$ cat config.mk
export PLATFORM = sky130hd
export DESIGN_NAME = cmd_responder
export DESIGN_NICKNAME = d
export VERILOG_FILES = /design/src/rtl/sd_pkg.sv /design/src/rtl/crc7.sv /design/src/rtl/cmd_responder.sv
export SDC_FILE = /design/constraint.sdc
export NUM_CORES = 1
export LEC_CHECK = 0
export ABC_AREA = 1
export CELL_PAD_IN_SITES_DETAIL_PLACEMENT = 1
export CELL_PAD_IN_SITES_GLOBAL_PLACEMENT = 1
export CORE_MARGIN = 2
export CORE_UTILIZATION = 36
export CTS_CLUSTER_DIAMETER = 120
export DETAILED_ROUTE_END_ITERATION = 16
export PLACE_DENSITY = 0.82
export SLEW_MARGIN = 20
export SYNTH_ARGS = -nofsm -noshare
export SYNTH_HDL_FRONTEND = slang
export SYNTH_SLANG_ARGS = --single-unit
$ cat constraint.sdc
create_clock -name iclk -period 1.45 [get_ports iclk]
set_input_delay 0.435 -clock iclk [delete_from_list [all_inputs] [get_ports iclk]]
set_output_delay 0.435 -clock iclk [all_outputs]
set_load 0.01 [all_outputs]
$ cat src/rtl/sd_pkg.sv
// Shared types and constants for the SD command-line responder.
package sd_pkg;

    typedef enum logic [2:0] {IDLE, RECV, WAIT_RESP, GAP, SEND} state_t;

    localparam int         CMD_FRAME_LEN = 48;
    localparam logic [6:0] CRC7_POLY     = 7'h09;
    localparam int         NCR_DEFAULT   = 2;

endpackage

$ cat src/rtl/crc7.sv
// Serial CRC7 (x^7 + x^3 + 1), one bit per enabled clock, MSB-first.
module crc7
    import sd_pkg::*;
(
    input  logic       clk,
    input  logic       rst_n,
    input  logic       clr,
    input  logic       en,
    input  logic       din,
    output logic [6:0] crc
);

    logic fb;

    assign fb = din ^ crc[6];

    always_ff @(posedge clk) begin
        if (!rst_n || clr)
            crc <= '0;
        else if (en)
            crc <= {crc[5:0], 1'b0} ^ (fb ? CRC7_POLY : 7'h00);
    end

endmodule

$ cat src/rtl/cmd_responder.sv
// SD CMD-line responder: receives host command frames, drives card responses.
// Define CMD_CRC_CHECK_EN to check the received CRC7 as well as the end bit.
module cmd_responder
    import sd_pkg::*;
#(
    parameter int NCR = NCR_DEFAULT
) (
    input  logic        iclk,
    input  logic        irst,
    input  logic        icmd_sd,
    output logic        ocmd_sd,
    output logic        ocmd_oe,
    output logic [5:0]  ocmd_index,
    output logic [31:0] ocmd_arg,
    output logic        ocmd_valid,
    output logic        ocrc_fail,
    input  logic        iresp_start,
    input  logic [5:0]  iresp_index,
    input  logic [31:0] iresp_arg,
    input  logic        iresp_nocrc,
    output logic        oresp_done
);

    state_t      state, state_nxt;
    logic [5:0]  bit_cnt;
    logic        start_seen;
    logic [44:0] rx_sr;
    logic [45:0] rx_tail;
    logic        rx_fail;
    logic [39:0] tx_sr;
    logic        tx_nocrc;
    logic [6:0]  tx_crc;
    logic        tx_crc_clr, tx_crc_en;
    logic        frame_last, gap_last, host_start, listening;

    // rx_tail is the frame after its two leading bits, including the bit on the line now
    assign rx_tail    = {rx_sr, icmd_sd};
    assign frame_last = (bit_cnt == 6'(CMD_FRAME_LEN - 1));
    assign gap_last   = (bit_cnt == 6'(NCR - 1));
    assign listening  = (state == IDLE) || (state == WAIT_RESP);
    assign host_start = start_seen & icmd_sd;

`ifdef CMD_CRC_CHECK_EN
    logic [6:0] rx_crc;
    logic       rx_crc_clr, rx_crc_en;

    // The leading 0 leaves a cleared CRC unchanged, so only the direction bit is fed while listening
    assign rx_crc_clr = listening && !start_seen;
    assign rx_crc_en  = (listening && host_start) || (state == RECV && bit_cnt < 6'd40);
    assign rx_fail    = (rx_tail[7:1] != rx_crc) || !rx_tail[0];

    crc7 u_rx_crc (
        .clk  (iclk),
        .rst_n(irst),
        .clr  (rx_crc_clr),
        .en   (rx_crc_en),
        .din  (icmd_sd),
        .crc  (rx_crc)
    );
`else
    assign rx_fail = !rx_tail[0];
`endif

    crc7 u_tx_crc (
        .clk  (iclk),
        .rst_n(irst),
        .clr  (tx_crc_clr),
        .en   (tx_crc_en),
        .din  (tx_sr[39]),
        .crc  (tx_crc)
    );

    always_ff @(posedge iclk) begin
        if (!irst)
            state <= IDLE;
        else
            state <= state_nxt;
    end

    always_comb begin
        state_nxt  = state;
        ocmd_sd    = 1'b1;
        ocmd_oe    = 1'b0;
        tx_crc_clr = 1'b0;
        tx_crc_en  = 1'b0;
        case (state)
            IDLE: begin
                if (host_start)
                    state_nxt = RECV;
            end
            RECV: begin
                if (frame_last)
                    state_nxt = WAIT_RESP;
            end
            WAIT_RESP: begin
                if (iresp_start)
                    state_nxt = GAP;
                else if (host_start)
                    state_nxt = RECV;
            end
            GAP: begin
                ocmd_oe    = 1'b1;
                tx_crc_clr = 1'b1;
                if (gap_last)
                    state_nxt = SEND;
            end
            SEND: begin
                ocmd_oe   = 1'b1;
                tx_crc_en = (bit_cnt < 6'd40);
                if (bit_cnt < 6'd40)
                    ocmd_sd = tx_sr[39];
                else if (bit_cnt < 6'd47)
                    ocmd_sd = tx_nocrc | tx_crc[3'(6'd46 - bit_cnt)];
                if (frame_last)
                    state_nxt = IDLE;
            end
            default: state_nxt = IDLE;
        endcase
    end

    always_ff @(posedge iclk) begin
        if (!irst) begin
            bit_cnt    <= '0;
            start_seen <= 1'b0;
            rx_sr      <= '0;
            tx_sr      <= '0;
            tx_nocrc   <= 1'b0;
            ocmd_index <= '0;
            ocmd_arg   <= '0;
            ocmd_valid <= 1'b0;
            ocrc_fail  <= 1'b0;
            oresp_done <= 1'b0;
        end else begin
            ocmd_valid <= 1'b0;
            oresp_done <= 1'b0;
            case (state)
                IDLE, WAIT_RESP: begin
                    // A second low bit is a card-direction frame: drop it and look again
                    start_seen <= !start_seen && !icmd_sd;
                    bit_cnt    <= 6'd2;
                    if (state == WAIT_RESP && iresp_start) begin
                        start_seen <= 1'b0;
                        bit_cnt    <= '0;
                        tx_sr      <= {2'b00, iresp_index, iresp_arg};
                        tx_nocrc   <= iresp_nocrc;
                    end
                end
                RECV: begin
                    rx_sr   <= rx_tail[44:0];
                    bit_cnt <= bit_cnt + 6'd1;
                    if (frame_last) begin
                        ocmd_index <= rx_tail[45:40];
                        ocmd_arg   <= rx_tail[39:8];
                        ocrc_fail  <= rx_fail;
                        ocmd_valid <= 1'b1;
                        bit_cnt    <= '0;
                    end
                end
                GAP: bit_cnt <= gap_last ? 6'd0 : bit_cnt + 6'd1;
                SEND: begin
                    tx_sr   <= {tx_sr[38:0], 1'b0};
                    bit_cnt <= bit_cnt + 6'd1;
                    if (frame_last) begin
                        oresp_done <= 1'b1;
                        bit_cnt    <= '0;
                    end
                end
                default: ;
            endcase
        end
    end

endmodule

==> results of run 1 <==
[worst max-delay path, cell delays in order (launching register included)]
cell and delay [ns]:
dfxtp_4 0.37, ha_4 0.18, nand2_4 0.09, inv_6 0.05, nand3_4 0.06, inv_1 0.06
nor2_2 0.15, nand3_1 0.13, nand2_1 0.09, nand2_2 0.07, buf_6 0.13
[cell usage in the layout, fill, tap and decap left out, types with 3 or more instances in the layout]
cell               n
nor2_4             4
buf_12            16
clkbuf_16         24
buf_16            21
nand3_4            7
a21oi_1           57
o21ai_2           50
o21ai_0           25
nand2_2           29
inv_4              3
buf_4             54
nand3_2           47
clkdlybuf4s15_2   10
o21ai_1           10
a21oi_2            8
clkinvlp_4         4
nand2_1           70
nand3_1           38
nand2_8            4
buf_2             21
dfxtp_1          113
buf_8              4
nor2_1             7
clkbuf_2           9
nor2_2             4
dfxtp_2           27
o21ai_4            7
buf_6             19
inv_2              3
nand2_4           32
clkdlybuf4s50_1   41
dfxtp_4            4
inv_1             61
inv_6              6
o211a_1           36
[what timing repair did]
| item | CTS | global route |
|---|---|---|
| setup buffers | 18 | 22 |
| resized for setup | 253 | 282 |
| cloned | 22 | 8 |
| endpoints found under the setup margin | 149 | 170 |
| pin swaps | 27 | 36 |
[final timing paths]
path,endpoint,from,cells past startpoint,slack (ns)
worst min-delay path,rx_sr[5],rx_sr[4],2,0.46
worst max-delay path,ocmd_sd,bit_cnt[0],10,-0.79
worst max register to register,ocmd_arg[16],bit_cnt[0],12,-0.46
worst min register to register,rx_sr[5],rx_sr[4],2,0.46
[power groups by stage]
stage                     registers (mW)  logic [mW]  clock network, mW
final                               5.36        4.71               4.56
after global routing                5.41        4.97               4.75
after CTS                           5.12        3.64               4.48
after detailed placement            5.16        2.53                  0
after global placement              5.11        2.40                  0
after floorplan                     5.06        1.75                  0
[metal layers]
metal  global-route usage (%)  up-vias  routed length [um]
met2                     47.9      251               14200
met3                     5.70       92                1300
met4                     9.64        0                1280
li1                         -     2743                   -
met1                     28.9     3051                9600
met5                        0        -                   0
[state kept, by name, indices dropped and copies added (netlist names), 3 cells and up]
| signal | flops |
|---|---|
| tx_sr | 40 |
| state | 3 |
| ocmd_index | 6 |
| ocmd_arg | 32 |
| bit_cnt | 6 |
| u_tx_crc.crc | 7 |
| rx_sr | 45 |
[logic make-up after synthesis]
| family | after synthesis |
|---|---|
| xor+xnor | 4 |
| flops | 144 |
| simple gates | 244 |
| fa+ha+maj | 2 |
| compound gates | 196 |
| buf+inv | 122 |
[layout make-up]
| class | instances | area share (%) |
|---|---|---|
| Tap cell | 216 | 2.73 |
| Inverter | 73 | 3.16 |
| Clock inverter | 13 | 1.53 |
| Multi-Input combinational cell | 447 | 33.9 |
| Sequential cell | 144 | 29.6 |
| Clock buffer | 18 | 4.44 |
| Timing Repair Buffer | 203 | 24.6 |
[stage by stage]
stage | cell area [um2] | setup slack, ns | utilization [%] | hold WS, ns
after floorplan | 5820 | -0.0436 | - | 0.424
after global placement | 7130 | -0.597 | 45.2 | 0.442
after detailed placement | 7130 | -0.683 | 45.2 | 0.449
after CTS | 8840 | -0.679 | 56.0 | 0.464
after global routing | 9900 | -0.853 | 62.7 | 0.488
final | 9900 | -0.795 | 62.7 | 0.464
==> summary.txt, run 1 <==
Final layout
  • Fill count: 1700
  • # diodes: 0
  • Register area: 2930 um2
  • Share of layout cells above drive strength 1: 48.0%
  • Post-Layout Cell Count: 1114
  • Area taken by multi-input logic gates: 3350 um2
  • Nets@finish: 931
  • Synthesis-to-finish area growth: 71.5%

Power
  • Power Internal: 9.40 mW
  • Post-layout power: 14.6 mW
  • Clk pwr share: 31.2%
  • Leak: 4.37 nW
  • PD cells: 1480 nW/um2
  • Switching share of total power: 35.7%
  • Maximum vdd drop: 948 uV
  • Switching power: 5.23 mW
  • Comb pwr share: 32.2%
  • Sequential power share: 36.6%

Status
  • Status: finished with violations
  • Failing checks: negative setup slack

Logic synthesis
  • Sequential area share after synthesis: 50.0%
  • Largest cells by area after synthesis: dfxtp_1 (50%), nand2_1 (8.7%), nand3_1 (7.5%), o211a_1 (6.2%), a21oi_1 (5.6%)
  • Cell accounting for the most synthesized area: dfxtp_1
  • Top-area cell type share of the netlist area: 50.0%
  • Post-synthesis register bit count: 144
  • Main synth FF type: dfxtp_1
  • Cells after Synth: 712
  • Synth async-reset ratio: 0%
  • Multiplexer share of the synthesized area: 0%
  • Adder-cell area share of the yosys netlist: 0.434%
  • XOR/XNOR share of the synthesized area: 0.607%
  • Mean Syn Cell Area: 8.10 um2
  • Compound-Gate Fraction of Synth Area: 20.9%
  • Most common cell in the netlist: dfxtp_1
  • Simple-gate portion of the synthesized area: 18.7%
  • Number of synthesized flops with an enable pin: 0
  • Mapped cell area: 5770 um2
  • Top cells by count, synth: dfxtp_1 (144), nand2_1 (133), nand3_1 (87), inv_1 (69)
  • Syn_nets: 757
  • Distinct cells, synth: 32
  • Largest family of logic cells by synthesized area: compound AO/OA/AOI/OAI gates
  • Ys Warns: 0

Critical path
  • Critical path class: reg2out
  • WP data required: 1.02 ns
  • Worst Path Arrival: 1.81 ns
  • Critical path fanouts, max: 3
  • CP Capture Type: primary output
  • Worst Setup Start Kind: flop

Timing
  • Setup_tns: -22.96 ns
  • Fin crit share: 155%
  • RSZ-0062 raised after global routing: yes
  • Final setup fails: 98
  • Slew margin rel.: 72.1%
  • Tmin final: 2.24 ns
  • Final Skew: 0.0154 ns
  • Fin. Hold Viols: 0
  • Post-layout worst setup margin: -0.795 ns
  • Worst slew pin tran: 0.415 ns
  • Fin. max-slew vios: 0
  • Max Fclk: 0.445 GHz

GRT
  • Initial antenna violation count: 0
  • First-pass GRT wire length: 33.3 mm
  • Congestion Overflow GR: 0
  • Pin count of the biggest net entering global routing: 53
  • Total global-route track usage: 25.9%
  • Vias in the first global route: 6128

Clock tree
  • Clock Path Buffers: 2
  • CTS tree: done
  • CTS buffer count: 17
  • Worst skew pair latency: 0.44 ns
  • CTS root buf: clkbuf_16
  • # hold bufs at CTS: 0
  • H-tree levels: 4
  • TritonCTS sink count: 144
  • Clock Pin Slew Worst Setup and Hold Paths: 0.08 ns

Die
  • Total core area: 15800 um2
  • Rows: 46
  • Ports: 86
  • Die width: 131 um
  • Die Ht: 131 um
  • Die ar.: 17100 um2
  • Initial Util: 36.6%

Detailed routing
  • Final ANT Viol Nets: 0
  • Drt pass-1 iters: 5
  • Routed wire per std cell: 23.6 um
  • Via Count: 6137
  • Initial DRC Count: 385
  • Average vias per placed instance: 5.51
  • Post-route DRC: 0
  • WL final: 26.3 mm

Place
  • HPWL after DPL: 9.95 mm
  • GPL Wtd Cong: 0.834
  • Port Buffers: 85
  • Placed insts: 1016

Worst hold path
  • Worst Hold Class: reg2reg

Flow run
  • Max-Cap Viols: 0
Note: power is estimated with default switching activity, not from simulation.
==> run 2: changes to the inputs <==
- CORE_ASPECT_RATIO: not set -> 1.5
- CORE_MARGIN: 2 -> 4
- HOLD_SLACK_MARGIN: not set -> 0.15
==> run 2 against run 1 <==
Compared with the run above:
- the run still ends with negative setup slack left
- clock power grew 2%
- cell count fell by 0.27%
- largest power group is now combinational logic
- fmax grew 0.57%
==> summary.txt, run 2 (same netlist as run 1, synthesis figures left out) <==
GRT
  • Total global-route track usage: 24.5%
  • Pin count of the biggest net entering global routing: 69
  • Congestion Overflow GR: 0
  • Initial antenna violation count: 0
  • Vias in the first global route: 6570
  • First-pass GRT wire length: 35.0 mm

Final layout
  • Largest register FFs: 45
  • Share of layout cells above drive strength 1: 53.3%
  • Most flop-heavy register: rx_sr
  • Largest registers: rx_sr x45, tx_sr x40, ocmd_arg x32
  • Leading cell type in the layout, fill and taps excluded: dfxtp_1
  • # diodes: 0
  • Util after Layout: 65.7%
  • Post-Layout Inst Area: 10300 um2
  • Nets@finish: 941
  • Commonest non-fill, non-tap cells in the layout: dfxtp_1 (119), nand2_1 (75), o21ai_2 (61), nand3_2 (61), inv_1 (59)
  • Fill count: 1654
  • Synthesis-to-finish area growth: 78.6%

Power
  • Leak: 4.34 nW
  • Maximum vdd drop: 916 uV
  • Switching power: 5.84 mW
  • Post-layout power: 15.6 mW
  • Switching share of total power: 37.3%
  • Sequential power share: 34.6%
  • PD cells: 1520 nW/um2
  • Comb pwr share: 35.7%
  • Clk pwr share: 29.7%
  • Power Internal: 9.80 mW

Detailed routing
  • Routed wire per std cell: 25.9 um
  • Average vias per placed instance: 5.66
  • Final ANT Viol Nets: 0
  • Post-route DRC: 0
  • WL final: 28.8 mm
  • Via Count: 6289
  • Initial DRC Count: 356
  • Drt pass-1 iters: 8

Timing
  • Slew margin rel.: 65.8%
  • Fin. Hold Viols: 0
  • RSZ-0062 raised after global routing: yes
  • Final Skew: 0.0109 ns
  • Tmin final: 2.23 ns
  • Fin crit share: 154%
  • Fin. max-slew vios: 0
  • Post-layout worst setup margin: -0.782 ns
  • Final setup fails: 144
  • Worst slew pin tran: 0.508 ns
  • Setup_tns: -50.36 ns
  • Max Fclk: 0.448 GHz

Die
  • Rows: 56
  • Die Ht: 163 um
  • Total core area: 15700 um2
  • Initial Util: 36.8%
  • Ports: 86
  • Die width: 111 um
  • Die ar.: 18200 um2

Place
  • HPWL after DPL: 10.1 mm
  • Placed cell area: 7130 um2
  • Port Buffers: 85
  • DP Worst Slack: -0.664 ns
  • GPL Wtd Cong: 0.813

Clock tree
  • TritonCTS sink count: 144
  • CTS tree: done
  • Worst skew pair latency: 0.43 ns
  • Clock Pin Slew Worst Setup and Hold Paths: 0.06 ns
  • Clock Path Buffers: 2
  • CTS root buf: clkbuf_16
  • CTS buffer count: 17
  • H-tree levels: 4

Critical path
  • Crit-path slowest cell: dfxtp_4
  • Critical path fanouts, max: 4
  • Worst Setup Start Kind: flop
  • Critical path class: reg2out
  • CP most frequent cell: nand2_2
  • Worst Path Arrival: 1.80 ns
  • CP Capture Type: primary output
  • Critical-path cell list: inv_2 > ha_4 > inv_4 > nand3_4 > nand2_2 > nand2_2 > nand3_2 > nand2_2 > nand2_2 > buf_6
  • CP max stage delay: 0.38 ns
  • WP data required: 1.02 ns

Status
  • Status: finished with violations
  • Failing checks: negative setup slack

Flow run
  • Max-Cap Viols: 0

Worst hold path
  • Worst Hold Class: reg2reg
==> run 2: final cells by class <==
type	instances	area [um2]	area share, %
clock buffers	18	439	4.26
clock inverters	13	155	1.51
inverters	73	314	3.05
multi-input cells	446	3590	34.9
flip-flops and latches	144	2920	28.4
well taps	203	254	2.46
repair buffers	214	2630	25.5
==> run 2: repair_timing <==
action / in CTS / in global routing
pin swaps: 22 / 33
endpoints found under the setup margin: 173 / 171
hold endpoints to repair: 0 / 0
gates cloned: 22 / 10
resized for setup: 312 / 300
setup buffers: 26 / 27
hold buffers: 0 / 0
==> run 2: worst paths after layout <==
path                    from      endpoint  slack, ns  cells after the start
setup reg to reg  bit_cnt[0]  ocmd_arg[25]      -0.67                     14
hold reg to reg    ocrc_fail     ocrc_fail       0.46                      2
hold / removal     ocrc_fail     ocrc_fail       0.46                      2
setup / recovery  bit_cnt[1]       ocmd_sd      -0.78                     10
==> run 2: stage by stage <==
stage,std cells,hold WS (ns)
floorplan,712,0.424
global placement,1007,0.442
detailed placement,1007,0.450
CTS,1084,0.463
global route,1111,0.487
finish,1111,0.463
==> run 2: power groups by stage <==
| stage | clock (mW) | sequential (mW) | combinational (mW) |
|---|---|---|---|
| floorplan | 0 | 5.06 | 1.75 |
| global placement | 0 | 5.11 | 2.46 |
| detailed placement | 0 | 5.15 | 2.57 |
| CTS | 4.56 | 5.12 | 3.77 |
| global route | 4.79 | 5.44 | 5.85 |
| finish | 4.64 | 5.41 | 5.58 |
==> run 2: critical path, delay by kind of cell (launching register included) <==
kind | cells | cell delay, ns
adder cells (fa/ha/maj) | 1 | 0.29
buffers and inverters | 3 | 0.23
flip-flops | 1 | 0.38
AND/OR/NAND/NOR | 6 | 0.46
==> run 2: layer usage <==
layer / share of wire (%) / vias up / GRT usage [%]
li1: - / 2766 / -
met1: 34 / 3157 / 24.5
met2: 57 / 246 / 49.0
met3: 3.3 / 120 / 3.48
met4: 6.3 / 0 / 11.5
met5: 0 / - / 0
